<file path="config.mk">
export PLATFORM = sky130hd
export DESIGN_NAME = pll_lock_monitor
export DESIGN_NICKNAME = d
export VERILOG_FILES = /design/src/rtl/pll_lock_monitor.sv
export SDC_FILE = /design/constraint.sdc
export NUM_CORES = 1
export LEC_CHECK = 0
export BUFFER_PORTS_ARGS = -buffer_cell sky130_fd_sc_hd__buf_2
export CORE_MARGIN = 2
export CORE_UTILIZATION = 61
export DETAILED_ROUTE_END_ITERATION = 8
export MAX_ROUTING_LAYER = met4
export PLACE_DENSITY = 0.84
export SYNTH_ARGS = -nofsm -noshare
export SYNTH_HDL_FRONTEND = slang
export SYNTH_SLANG_ARGS = --single-unit
</file>
<file path="constraint.sdc">
create_clock -name clk -period 2.3 [get_ports clk]
set_input_delay 0.115 -clock clk [delete_from_list [all_inputs] [get_ports clk]]
set_output_delay 0.115 -clock clk [all_outputs]
set_load 0.05 [all_outputs]
</file>
<file path="src/rtl/pll_lock_monitor.sv">
// pll_lock_monitor: synchronises NUM_CH PLL lock inputs, qualifies lock over a stability window,
// tracks sticky loss flags and saturating loss counts, and drives a 7-seg code per channel.
module pll_lock_monitor #(
    parameter int         NUM_CH        = 2,
    parameter int         STABLE_CYCLES = 50000,
    parameter int         CNT_W         = 8,
    parameter logic [6:0] SEG_LOCK      = 7'b1000111,
    parameter logic [6:0] SEG_UNLOCK    = 7'b1000001,
    parameter logic [6:0] SEG_FAULT     = 7'b0001110
) (
    input  logic                    clk,
    input  logic                    reset_n,
    input  logic [NUM_CH-1:0]       lock_in,
    input  logic                    clr_flags,
    output logic [NUM_CH-1:0]       locked_out,
    output logic [NUM_CH-1:0]       lost_flag,
    output logic                    any_lost,
    output logic [NUM_CH*CNT_W-1:0] loss_count,
    output logic [NUM_CH*7-1:0]     hex_out
);
    localparam int CW = $clog2(STABLE_CYCLES + 1);
    typedef enum logic [1:0] {UNLOCKED, ACQUIRING, LOCKED} state_t;
    logic [NUM_CH-1:0] lost_d;
    logic              any_q;
    for (genvar c = 0; c < NUM_CH; c++) begin : g_ch
        state_t           state_q, state_d;
        logic [CW-1:0]    cnt_q, cnt_d;
        logic [CNT_W-1:0] lcnt_q, lcnt_d;
        logic [6:0]       hex_q;
        logic             sync1_q, sync2_q, lost_q, loss;
        always_comb begin
            state_d = state_q;
            cnt_d   = '0;
            if (state_q == UNLOCKED) begin
                state_d = sync2_q ? (STABLE_CYCLES == 1 ? LOCKED : ACQUIRING) : UNLOCKED;
                cnt_d   = sync2_q ? CW'(1) : '0;
            end else if (state_q == ACQUIRING) begin
                state_d = !sync2_q ? UNLOCKED : (cnt_q == CW'(STABLE_CYCLES - 1)) ? LOCKED : ACQUIRING;
                cnt_d   = sync2_q ? cnt_q + CW'(1) : '0;
            end else begin
                state_d = sync2_q ? LOCKED : UNLOCKED;
            end
        end
        // A loss on the same edge as a clear wins: flag set, count restarts at 1.
        assign loss      = (state_q == LOCKED) && !sync2_q;
        assign lost_d[c] = loss || (lost_q && !clr_flags);
        assign lcnt_d    = loss ? (clr_flags ? CNT_W'(1) : (&lcnt_q ? lcnt_q : lcnt_q + CNT_W'(1)))
                                : (clr_flags ? '0 : lcnt_q);
        always_ff @(posedge clk) begin
            if (!reset_n) begin
                sync1_q <= 1'b0;
                sync2_q <= 1'b0;
                state_q <= UNLOCKED;
                cnt_q   <= '0;
                lost_q  <= 1'b0;
                lcnt_q  <= '0;
                hex_q   <= SEG_UNLOCK;
            end else begin
                sync1_q <= lock_in[c];
                sync2_q <= sync1_q;
                state_q <= state_d;
                cnt_q   <= cnt_d;
                lost_q  <= lost_d[c];
                lcnt_q  <= lcnt_d;
                hex_q   <= (state_d == LOCKED) ? SEG_LOCK : lost_d[c] ? SEG_FAULT : SEG_UNLOCK;
            end
        end
        assign locked_out[c]                = (state_q == LOCKED);
        assign lost_flag[c]                 = lost_q;
        assign loss_count[c*CNT_W +: CNT_W] = lcnt_q;
        assign hex_out[c*7 +: 7]            = hex_q;
    end
    always_ff @(posedge clk) begin
        any_q <= reset_n ? |lost_d : 1'b0;
    end
    assign any_lost = any_q;
endmodule

</file>
# After elaboration in Yosys (flattened, before gate mapping)
# Index checks and enable logic that the tools add are counted.
# totals
inputBits,5
reg_bits,73
out_inout_bits,35
elab_cells,83
# classes
n_reduce_logical,20
n_addsub,4
n_bitwise,1
muxes,31
n_eq_ne,10
# op_table
operator,count
$mux 16,6
$mux 8,7
$add 16x1->16 const B,2
$eq 16x16->1 const B,2
$mux 2,10
$add 8x1->8 const B,2
$reduce_and 8->1,2
$mux 7,2
$eq 2x2->1 const B,4
$mux 3,2
$reduce_or 2->1,3
$eq 2x1->1 const B,2
$logic_and 1x1->1,4
$logic_not 2->1,2
$mux 1,4
$ne 2x2->1 const B,2
$reduce_and 2->1,2
$reduce_bool 2->1,2
$logic_not 1->1,3
$logic_or 1x1->1,2
$not 1->1,1

# Longest topological paths before layout
# Gate-level depths: netlist of run 1.
# depth
word_depth,7
mapped_depth,6
depth_no_buf,5

# Worst setup path before layout of run 1
# No wires, ideal clock.
# synth_timing
path_type,flip-flop to flip-flop
from,register g_ch[0].lcnt_q[1]
to,register g_ch[0].lcnt_q[1]
t_arrival_ns,1.716
slack_ns,0.456
path_buffers,0
setup_ns,0.128
t_required_ns,2.172
stages_incl_launch_ff,6
path_cell_list,dfxtp_1 ha_1 nand4_1 o21ai_1 mux2i_1 nor2_1
# synth_via
elab_chain_cells,4
word_cells_on_any_way,7
cone_classes,add/sub: 1; eq/ne: 1; mux: 3; reduce/logical: 2
# synth_lines
item,line_no,rtl
start: declaration,28,"logic [CNT_W-1:0] lcnt_q, lcnt_d;"
start signal: assignment,64,lcnt_q <= lcnt_d;
$add 8x1->8,47,assign lcnt_d = loss ? (clr_flags ? CNT_W'(1) : (&lcnt_q ? lcnt_q : lcnt_q + CNT_W'(1)))
$mux 8 (3 in series),47,
# Parallel ways exist; a longest one is shown, timed or not. The select of a mux whose other input is x is not followed.
# A chain may end at the register's enable or synchronous reset.

# Worst setup path after layout of run 1
# Same ends and word-level chain as after synthesis.

==> results.tsv, run 1 <==
metric	value	unit
status	finished, final reports clean	
register bit total from synthesis	65	
pwr dens	671.0	nW/um^2
largest net degree at the start of global routing	19	
synth top area cells	dfxtp_1 46%, xor2_1 5.3%, nor2_1 4.6%, nand3_1 3.2%, nand4_1 3.1%	
clock latency at the later pin of the worst-skew pair	0.34	ns
Remaining Overflow, GRT	0	
initial DRC count	98	
CTS buffer count	9	
Worst EP arrival	1.90	ns
fmax	0.5897	GHz
P&R area growth vs syn	13.18	%
Most used DFF post-synth	dfxtp_1	
Synth Warn #	0	
P_sw	431.4	uW
final setup fails	0	
Syn Inst Count	311	
Seq/Total Area, Yosys	46.00	%
P_int	1717	uW
die width	72.10	um
LEAKAGE	0.001304	uW
CTS Sinks	65	
crit path max fanout	6	
Die H	72.10	um
layout cell share with drive strength beyond 1	16.09	%
DP HPWL	3789	um
mapped cell area	2829	um^2
RSZ-0062 raised after global routing	false	
Clock Tree Buf Depth	2	
Comb pwr share	1.8	%
CTS HTree Levels	3	
DRC viols	0	
Yosys top cell area share	46.00	%
global-route wire length before repair	9273	um
final WL	5504	um
Layout Nets	354	
Setup TNS	0	ns
Tcrit/Tclk final	73.73	%
switching part of the total	20.08	%
antenna cell count	0	
routed len/inst	13.76	um
clock group share of total power	45.3	%
Final Total Pwr	2148	uW
Worst Path Required	2.50	ns
Setup CP Type	reg2reg	
HP Class	in2reg	
IO buf count	35	
VDD IR max	0.6029	mV
clk root buf	clkbuf_8	
Setup crit end kind	flop	
Global Route Usage Sum	23.81	%
Placeable Area	4414	um^2
DRT antenna net count	0	
post-synth top area cell	dfxtp_1	
Placement Rows	24	
TritonCTS clock tree	done	
DRT Pass-1 Iters	4	
library cells used by synthesis	51	
syn avg cell area	9.096	um^2
Initial Utilization	64.09	%
I/O pin count	40	
CTS clk-pin slew, worst paths	0.06	ns
CTS resizes	0	
hold buffers post-CTS	2	
antenna violations before repair	0	
vias per cell	5.728	
Final min period	1.696	ns
die area	5198	um^2
Placer Congestion	0.8846	
Hold Vio Cnt, Final	0	
clk_skew	0.009337	ns
max_slew headroom	56.60	%
startpoint types	flop	
Slew Viols, Final	0	
Tightest Pin Transition	0.6475	ns
via count	2291	
Post-synth EDFFs	0	
Post-synth ARST share	0	%
max-capacitance violation count	0	
register share of total power	52.9	%
vias in the first global route	2049	
setup bufs post-CTS	0	
[per-stage QoR]
step	setup slack [ns]	std cells	hold slack (ns)	util, %	area (um^2)
after global placement	0.6854	384	0.3391	67.49	2979
final	0.6042	400	0.1617	72.53	3202
after detailed placement	0.6473	384	0.3402	67.49	2979
after CTS	0.6358	400	0.1468	72.53	3202
after floorplan	0.4561	314	0.2423	-	2840
after global routing	0.4888	400	0.1758	72.53	3202
[state kept, by name, indices dropped and copies added (netlist names)]
signal,cells
g_ch.lost_q,2
g_ch.sync2_q,2
g_ch.cnt_q,32
g_ch.hex_q,6
g_ch.lcnt_q,16
g_ch.state_q,4
g_ch.sync1_q,2
any_lost,1
[kinds of logic (layout without fill, tap and decap cells)]
group / after synthesis / in the layout / synth area share [%]
buf+inv: 29 / 63 / 5.307
mux: 3 / 3 / 1.062
compound gates: 46 / 46 / 10.75
flops: 65 / 65 / 46.00
simple gates: 139 / 139 / 27.55
fa+ha+maj: 4 / 4 / 1.769
other cells: 1 / 4 / 0.1326
xor+xnor: 24 / 24 / 7.430
[critical path: stages (launching register included)]
cell and delay (ns):
dfxtp_1 0.41, ha_1 0.25, nand4_1 0.20, o21ai_1 0.43
mux2i_1 0.24, nor2_1 0.05
[path summary, 6_finish.rpt]
kind / start / end / slack [ns] / cells past startpoint
worst min register to register: g_ch[1].sync1_q / g_ch[1].sync2_q / 0.43 / 1
worst min-delay path: reset_n / g_ch[0].state_q[1] / 0.16 / 2
worst max-delay path: g_ch[0].lcnt_q[1] / g_ch[0].lcnt_q[1] / 0.60 / 5
worst max register to register: g_ch[0].lcnt_q[1] / g_ch[0].lcnt_q[1] / 0.60 / 5
[routing by layer]
layer | global-route usage [%] | up-vias | wire length [um]
met1 | 29.81 | 1068 | 2653
met5 | - | - | 0
met2 | 35.07 | 50 | 2550
met3 | 8.472 | 4 | 258
met4 | 9.644 | 0 | 41
li1 | - | 1169 | -
[power by group through the flow]
stage	clock, uW	sequential, uW	combinational [uW]
5_1_grt	1060	1140	42.1
2_1_floorplan	0	1160	33.9
3_3_place_gp	0	1160	35.2
4_1_cts	1010	1140	38.2
6_report	974	1140	38.5
3_5_place_dp	0	1160	35.5
[cells in the mapped netlist, types with 5 or more instances]
master / instances
a21oi_1: 13
and2_1: 5
and3_1: 7
and4_1: 7
buf_4: 10
clkbuf_1: 5
dfxtp_1: 65
inv_1: 11
nand2_1: 15
nand3_1: 18
nand4_1: 14
nor2_1: 35
o211ai_1: 6
o21ai_0: 10
or3_1: 8
xnor2_1: 7
xor2_1: 17
[final cells by class]
cell class              count  area [um^2]
clock inverters             2        37.54
inverters                  11        41.29
fillers                   335         1212
multi-input cells         220         1389
clock buffers              12        165.2
well taps                  52        65.06
repair buffers             38        202.7
flip-flops and latches     65         1301
[cells in the final DEF, fill, tap and decap left out, types with 3 or more instances in the layout]
cell,Yosys,routed
and3_1,7,7
and4_1,7,7
xor2_1,17,17
nand3_1,18,18
dfxtp_1,65,65
nand2_1,15,15
o211ai_1,6,6
inv_1,11,11
o21ai_0,10,10
buf_2,2,35
nor2_1,35,35
or3_1,8,8
nand4_1,14,14
nor4_1,4,4
conb_1,1,4
mux2i_1,3,3
ha_1,4,4
clkbuf_8,0,12
nor3_1,3,3
xnor2_1,7,7
nor2b_1,4,4
a21oi_1,13,13
nand2b_1,3,3
or4_1,4,4
and2_1,5,5
Power figures use the tool's default switching activity.
==> run 2: changes to the inputs <==
Settings changed: CORE_UTILIZATION 61 to 51, PLACE_DENSITY 0.84 to 0.75.
Clock period 2.3 ns to 1.4 ns, I/O delays scaled along.
==> results.tsv, run 2 (synthesized netlist as in run 1, its figures left out) <==
metric	value	unit	change
Die H	78.48	um	+8.8%
R2R Path End	g_ch[1].lcnt_q[7]		
status	finished, violations left		
Tcrit/Tclk final	103.6	%	+30 points
die width	78.48	um	+8.8%
most frequent cells in the layout	55 x buf_4, 35 x buf_2, 33 x nor2_1, 33 x dfxtp_1, 18 x dfxtp_2		
max-capacitance violation count	0		unchanged
CTS HTree Levels	3		unchanged
number of flip-flops in the largest register	32		unchanged
LEAKAGE	0.001635	uW	+25%
CTS clk-pin slew, worst paths	0.07	ns	about the same
layout cell share with drive strength beyond 1	44.72	%	+29 points
final setup fails	7		+7
I/O pin count	40		unchanged
Placement Rows	27		+13%
reg-to-reg critical path startpoint	g_ch[1].sync2_q		
crit path max fanout	5		-1
Initial Utilization	52.01	%	-12 points
failing checks	setup timing		
routed len/inst	15.50	um	+13%
Worst Path Required	1.62	ns	-0.88 ns
pwr dens	905.1	nW/um^2	+35%
TritonCTS clock tree	done		
CTS Sinks	65		unchanged
Regs by FF count	g_ch.cnt_q x32, g_ch.lcnt_q x16, g_ch.hex_q x6		
RSZ-0062 raised after global routing	true		
die area	6159	um^2	+18%
clk root buf	clkbuf_8		
clk_skew	0.009076	ns	-0.0002617 ns
DP HPWL	4444	um	+17%
r2r worst-path depth	5		unchanged
final worst slack	-0.05095	ns	-0.6551 ns
fin util	73.55	%	+1.0 points
Layout Nets	411		+16%
Remaining Overflow, GRT	0		unchanged
DRC viols	0		unchanged
initial DRC count	114		+16%
Final min period	1.451	ns	-0.2449 ns
vias per cell	5.618		-1.9%
worst hold path stage count	4		+2
largest net degree at the start of global routing	18		-1
R2R setup slack	-0.05	ns	-0.66 ns
fmax	0.6892	GHz	+17%
Placeable Area	5439	um^2	+23%
global-route wire length before repair	11150	um	+20%
DRT antenna net count	0		unchanged
CTS buffer count	9		unchanged
clock latency at the later pin of the worst-skew pair	0.35	ns	about the same
Final Total Pwr	3620	uW	+69%
Global Route Usage Sum	23.56	%	-0.25 points
Clock Tree Buf Depth	2		unchanged
DRT Pass-1 Iters	5		+1
fillers	373		+11%
Placer Congestion	0.8602		-2.8%
worst hold slack	0.1223	ns	-0.03938 ns
Slew Viols, Final	0		unchanged
P&R area growth vs syn	41.40	%	
Tightest Pin Transition	0.5331	ns	-0.1144 ns
via count	2691		+17%
antenna violations before repair	0		unchanged
Worst EP arrival	1.67	ns	-0.23 ns
min-delay src	reset_n		
Setup crit end kind	flop		
final WL	7423	um	+35%
IO buf count	35		unchanged
Register Area	1376	um^2	+5.8%
vias in the first global route	2477		+21%
footprint of the multi-input gates	1647	um^2	+19%
commonest non-fill, non-tap cell in the layout	buf_4		
pre-CTS setup slack	-0.03927	ns	-0.6866 ns
Hold Vio Cnt, Final	0		unchanged
Setup CP Type	reg2reg		
startpoint types	flop		
max_slew headroom	64.08	%	+7.5 points
Reg with most FFs	g_ch.cnt_q		
WHS Endpoint	g_ch[1].state_q[0]		
VDD IR max	0.6253	mV	+3.7%
antenna cell count	0		unchanged
HP Class	in2reg		
[run 2: layer usage]
| metal | wire [um] | global-route usage [%] |
|---|---|---|
| met2 | 3805 | 37.67 |
| met1 | 3137 | 27.92 |
| met3 | 314 | 7.241 |
| met4 | 165 | 9.123 |
| met5 | 0 | - |
[run 2: final cells by class]
class	count	area share [%]
tap	72	2.252
multi-input combinational	220	41.16
timing repair buffer	95	16.05
sequential	65	34.41
clock inverter	4	1.720
inverter	11	1.032
clock buffer	12	3.378
[run 2: worst max path at each step]
stage                            start                end  slack, ns  depth (start not counted)
floorplan            g_ch[0].lcnt_q[2]  g_ch[0].lcnt_q[7]      -0.06                          4
detailed placement    g_ch[1].cnt_q[0]  g_ch[1].cnt_q[13]      -0.04                          5
global placement    g_ch[1].state_q[0]  g_ch[1].lcnt_q[7]     -0.009                          4
CTS                   g_ch[1].cnt_q[7]   g_ch[1].hex_q[3]      -0.07                          5
global route           g_ch[1].sync2_q  g_ch[1].lcnt_q[7]      -0.13                          5
finish                 g_ch[1].sync2_q  g_ch[1].lcnt_q[7]      -0.05                          5
[run 2: worst max-delay path: stages, from the launching register on]
cell and delay [ns]:
dfxtp_4 0.37, nor3b_4 0.28, o211ai_1 0.19, buf_4 0.19, o21ai_0 0.21, a21oi_1 0.10
[run 2: repair_timing]
item                       CTS  global route
gates cloned                 0             0
gates resized for setup     12            54
hold endpoints to repair     2             0
setup endpoints to repair   15            34
pin swaps                    6            27
setup buffers                5             9
hold buffers                 2             0
[run 2: where the power goes]
group | internal (uW) | total, uW | switching [uW]
combinational | 29.8 | 85.4 | 55.6
sequential | 1830 | 1840 | 7.93
clock | 996 | 1700 | 699
total | 2860 | 3620 | 763
[run 2: stage by stage]
| stage | area, um^2 | setup TNS (ns) | cells |
|---|---|---|---|
| finish | 4000 | -0.1449 | 479 |
| global route | 4000 | -1.621 | 479 |
| CTS | 3714 | -0.2082 | 470 |
| detailed placement | 3416 | -0.2095 | 447 |
| global placement | 3416 | -0.008817 | 447 |
| floorplan | 2929 | -0.1264 | 314 |
==> run 3: changes to the inputs <==
Settings changed: CORE_UTILIZATION 51 to 36, CTS_CLUSTER_DIAMETER set to 60, PLACE_DENSITY 0.75 to unset.
==> results.tsv, run 3 (synthesized netlist as in run 1, its figures left out) <==
metric	value	unit	change
status	finished, violations left		
failing checks	setup timing		
Met3 Wirelength	214	um	-32%
Tcrit/Tclk final	101.7	%	-2.0 points
P&R area growth vs syn	36.18	%	
LEAKAGE	0.001587	uW	-2.9%
Placer Congestion	0.7911		-8.0%
P_sw	720.2	uW	-5.5%
vias in the first global route	2475		-0.081%
M1 wire length	3010	um	-4.0%
final WL	6382	um	-14%
startpoint types	flop		
die area	8583	um^2	+39%
layout cell share with drive strength beyond 1	41.40	%	-3.3 points
VDD IR max	0.5408	mV	-14%
Worst EP arrival	1.68	ns	about the same
CTS HTree Levels	3		unchanged
Layout Nets	405		-1.5%
Post-DP Area	3461	um^2	+1.3%
I/O pin count	40		unchanged
Setup CP Type	reg2reg		
Crit path largest cell delay	0.37	ns	about the same
global-route wire length before repair	10940	um	-1.9%
fin cells	503		+5.0%
Final Total Pwr	3221	uW	-11%
register share of total power	57.3	%	+6.5 points
largest net degree at the start of global routing	16		-2
number of flip-flops in the largest register	32		unchanged
DRC viols	0		unchanged
clock group share of total power	40.1	%	-6.7 points
clk_skew	0.01276	ns	+0.003687 ns
r2r worst-path depth	4		-1
worst hold slack	0.1362	ns	+0.01395 ns
HP Class	in2reg		
Setup TNS	-0.03138	ns	+0.1135 ns
fmax	0.7026	GHz	+1.9%
Placeable Area	7687	um^2	+41%
CP max-delay cell	or3_1		
RSZ-0062 raised after global routing	true		
top sig layer	met4		
Comb pwr share	2.5	%	about the same
Setup crit end kind	flop		
antenna cell count	0		unchanged
DP HPWL	4500	um	+1.3%
CTS buffer count	9		unchanged
Hold Vio Cnt, Final	0		unchanged
Regs by FF count	g_ch.cnt_q x32, g_ch.lcnt_q x16, g_ch.hex_q x6		
vias per cell	4.962		-12%
commonest non-fill, non-tap cell in the layout	buf_4		
initial DRC count	117		+2.6%
clock latency at the later pin of the worst-skew pair	0.33	ns	-0.02 ns
DRT antenna net count	0		unchanged
die width	92.65	um	+18%
final worst slack	-0.02333	ns	+0.02762 ns
final setup fails	3		-4
TritonCTS clock tree	done		
Final min period	1.423	ns	-0.02762 ns
Placement Rows	32		+19%
CTS clk-pin slew, worst paths	0.07	ns	about the same
switching part of the total	22.36	%	+1.3 points
clk root buf	clkbuf_8		
max-capacitance violation count	0		unchanged
worst hold path stage count	4		unchanged
Worst Path Required	1.66	ns	+0.04 ns
pwr dens	836.2	nW/um^2	-7.6%
met2 WL	3114	um	-18%
Die H	92.65	um	+18%
CTS Sinks	65		unchanged
critical path, cell by cell	nor3b_4 > o211ai_1 > or3_1 > a21oi_2		
antenna violations before repair	0		unchanged
Remaining Overflow, GRT	0		unchanged
Global Route Usage Sum	16.10	%	-7.5 points
Initial Utilization	36.80	%	-15 points
IO buf count	35		unchanged
via count	2496		-7.2%
Cell Count Post-Placement	478		+6.9%
P_int	2501	uW	-12%
Reg with most FFs	g_ch.cnt_q		
post-route design area	3852	um^2	-3.7%
Slew Viols, Final	0		unchanged
crit path max fanout	6		+1
most frequent cells in the layout	49 x buf_4, 35 x nor2_1, 35 x buf_2, 31 x dfxtp_1, 24 x dfxtp_2		
routed len/inst	12.69	um	-18%
Clock Tree Buf Depth	2		unchanged
DRT Pass-1 Iters	4		-1
==> run 3: changes by cell type in the layout (fill, tap and decap cells not counted), sizes merged <==
cell,before,now
bufinv,2,0
buf,93,87
clkinv,2,3
clkinvlp,0,1
==> run 3: worst max-delay path, delay by kind of cell, from the launching register on <==
family	cells	cell delay, ns
and+or+nand+nor	2	0.67
DFF	1	0.35
AOI/OAI and AO/OA	2	0.35
==> run 3: what timing repair did <==
item	4_1_cts	5_1_grt
pin swaps	3	22
setup endpoints to repair	13	29
hold buffers	2	0
hold endpoints to repair	2	0
gates resized for setup	12	34
setup buffers	2	5
==> run 3: metal layers <==
| layer | global-route usage (%) | vias to the layer above |
|---|---|---|
| met1 | 20.27 | 1177 |
| li1 | - | 1268 |
| met4 | 5.637 | 0 |
| met3 | 4.068 | 6 |
| met5 | - | - |
| met2 | 25.30 | 45 |
==> run 3: power groups by stage <==
| stage | clock [uW] | combinational [uW] | sequential [uW] |
|---|---|---|---|
| after detailed placement | 0 | 75.7 | 1890 |
| after global routing | 1440 | 89.5 | 1850 |
| final | 1290 | 81.3 | 1850 |
| after CTS | 1350 | 80.3 | 1850 |
| after floorplan | 0 | 55.8 | 1890 |
| after global placement | 0 | 75.3 | 1890 |
==> run 3: final timing paths <==
path	start	end	slack, ns
min	reset_n	g_ch[1].cnt_q[0]	0.14
min reg2reg	g_ch[0].sync1_q	g_ch[0].sync2_q	0.43
max	g_ch[1].sync2_q	g_ch[1].lcnt_q[5]	-0.02
max reg2reg	g_ch[1].sync2_q	g_ch[1].lcnt_q[5]	-0.02
==> run 3: area by class of cell <==
| cell class | instances | area (um^2) |
|---|---|---|
| Clock buffer | 12 | 135.1 |
| Clock inverter | 4 | 22.52 |
| Fill cell | 725 | 3835 |
| Inverter | 11 | 41.29 |
| Multi-Input combinational cell | 220 | 1560 |
| Sequential cell | 65 | 1369 |
| Tap cell | 102 | 127.6 |
| Timing Repair Buffer | 89 | 596.8 |
==> run 3: metrics by stage <==
step	setup WS, ns	utilization [%]
detailed placement	-0.07721	45.02
CTS	-0.03312	48.01
global placement	-0.07656	45.02
global route	-0.1104	50.11
floorplan	-0.05888	-
finish	-0.02333	50.11
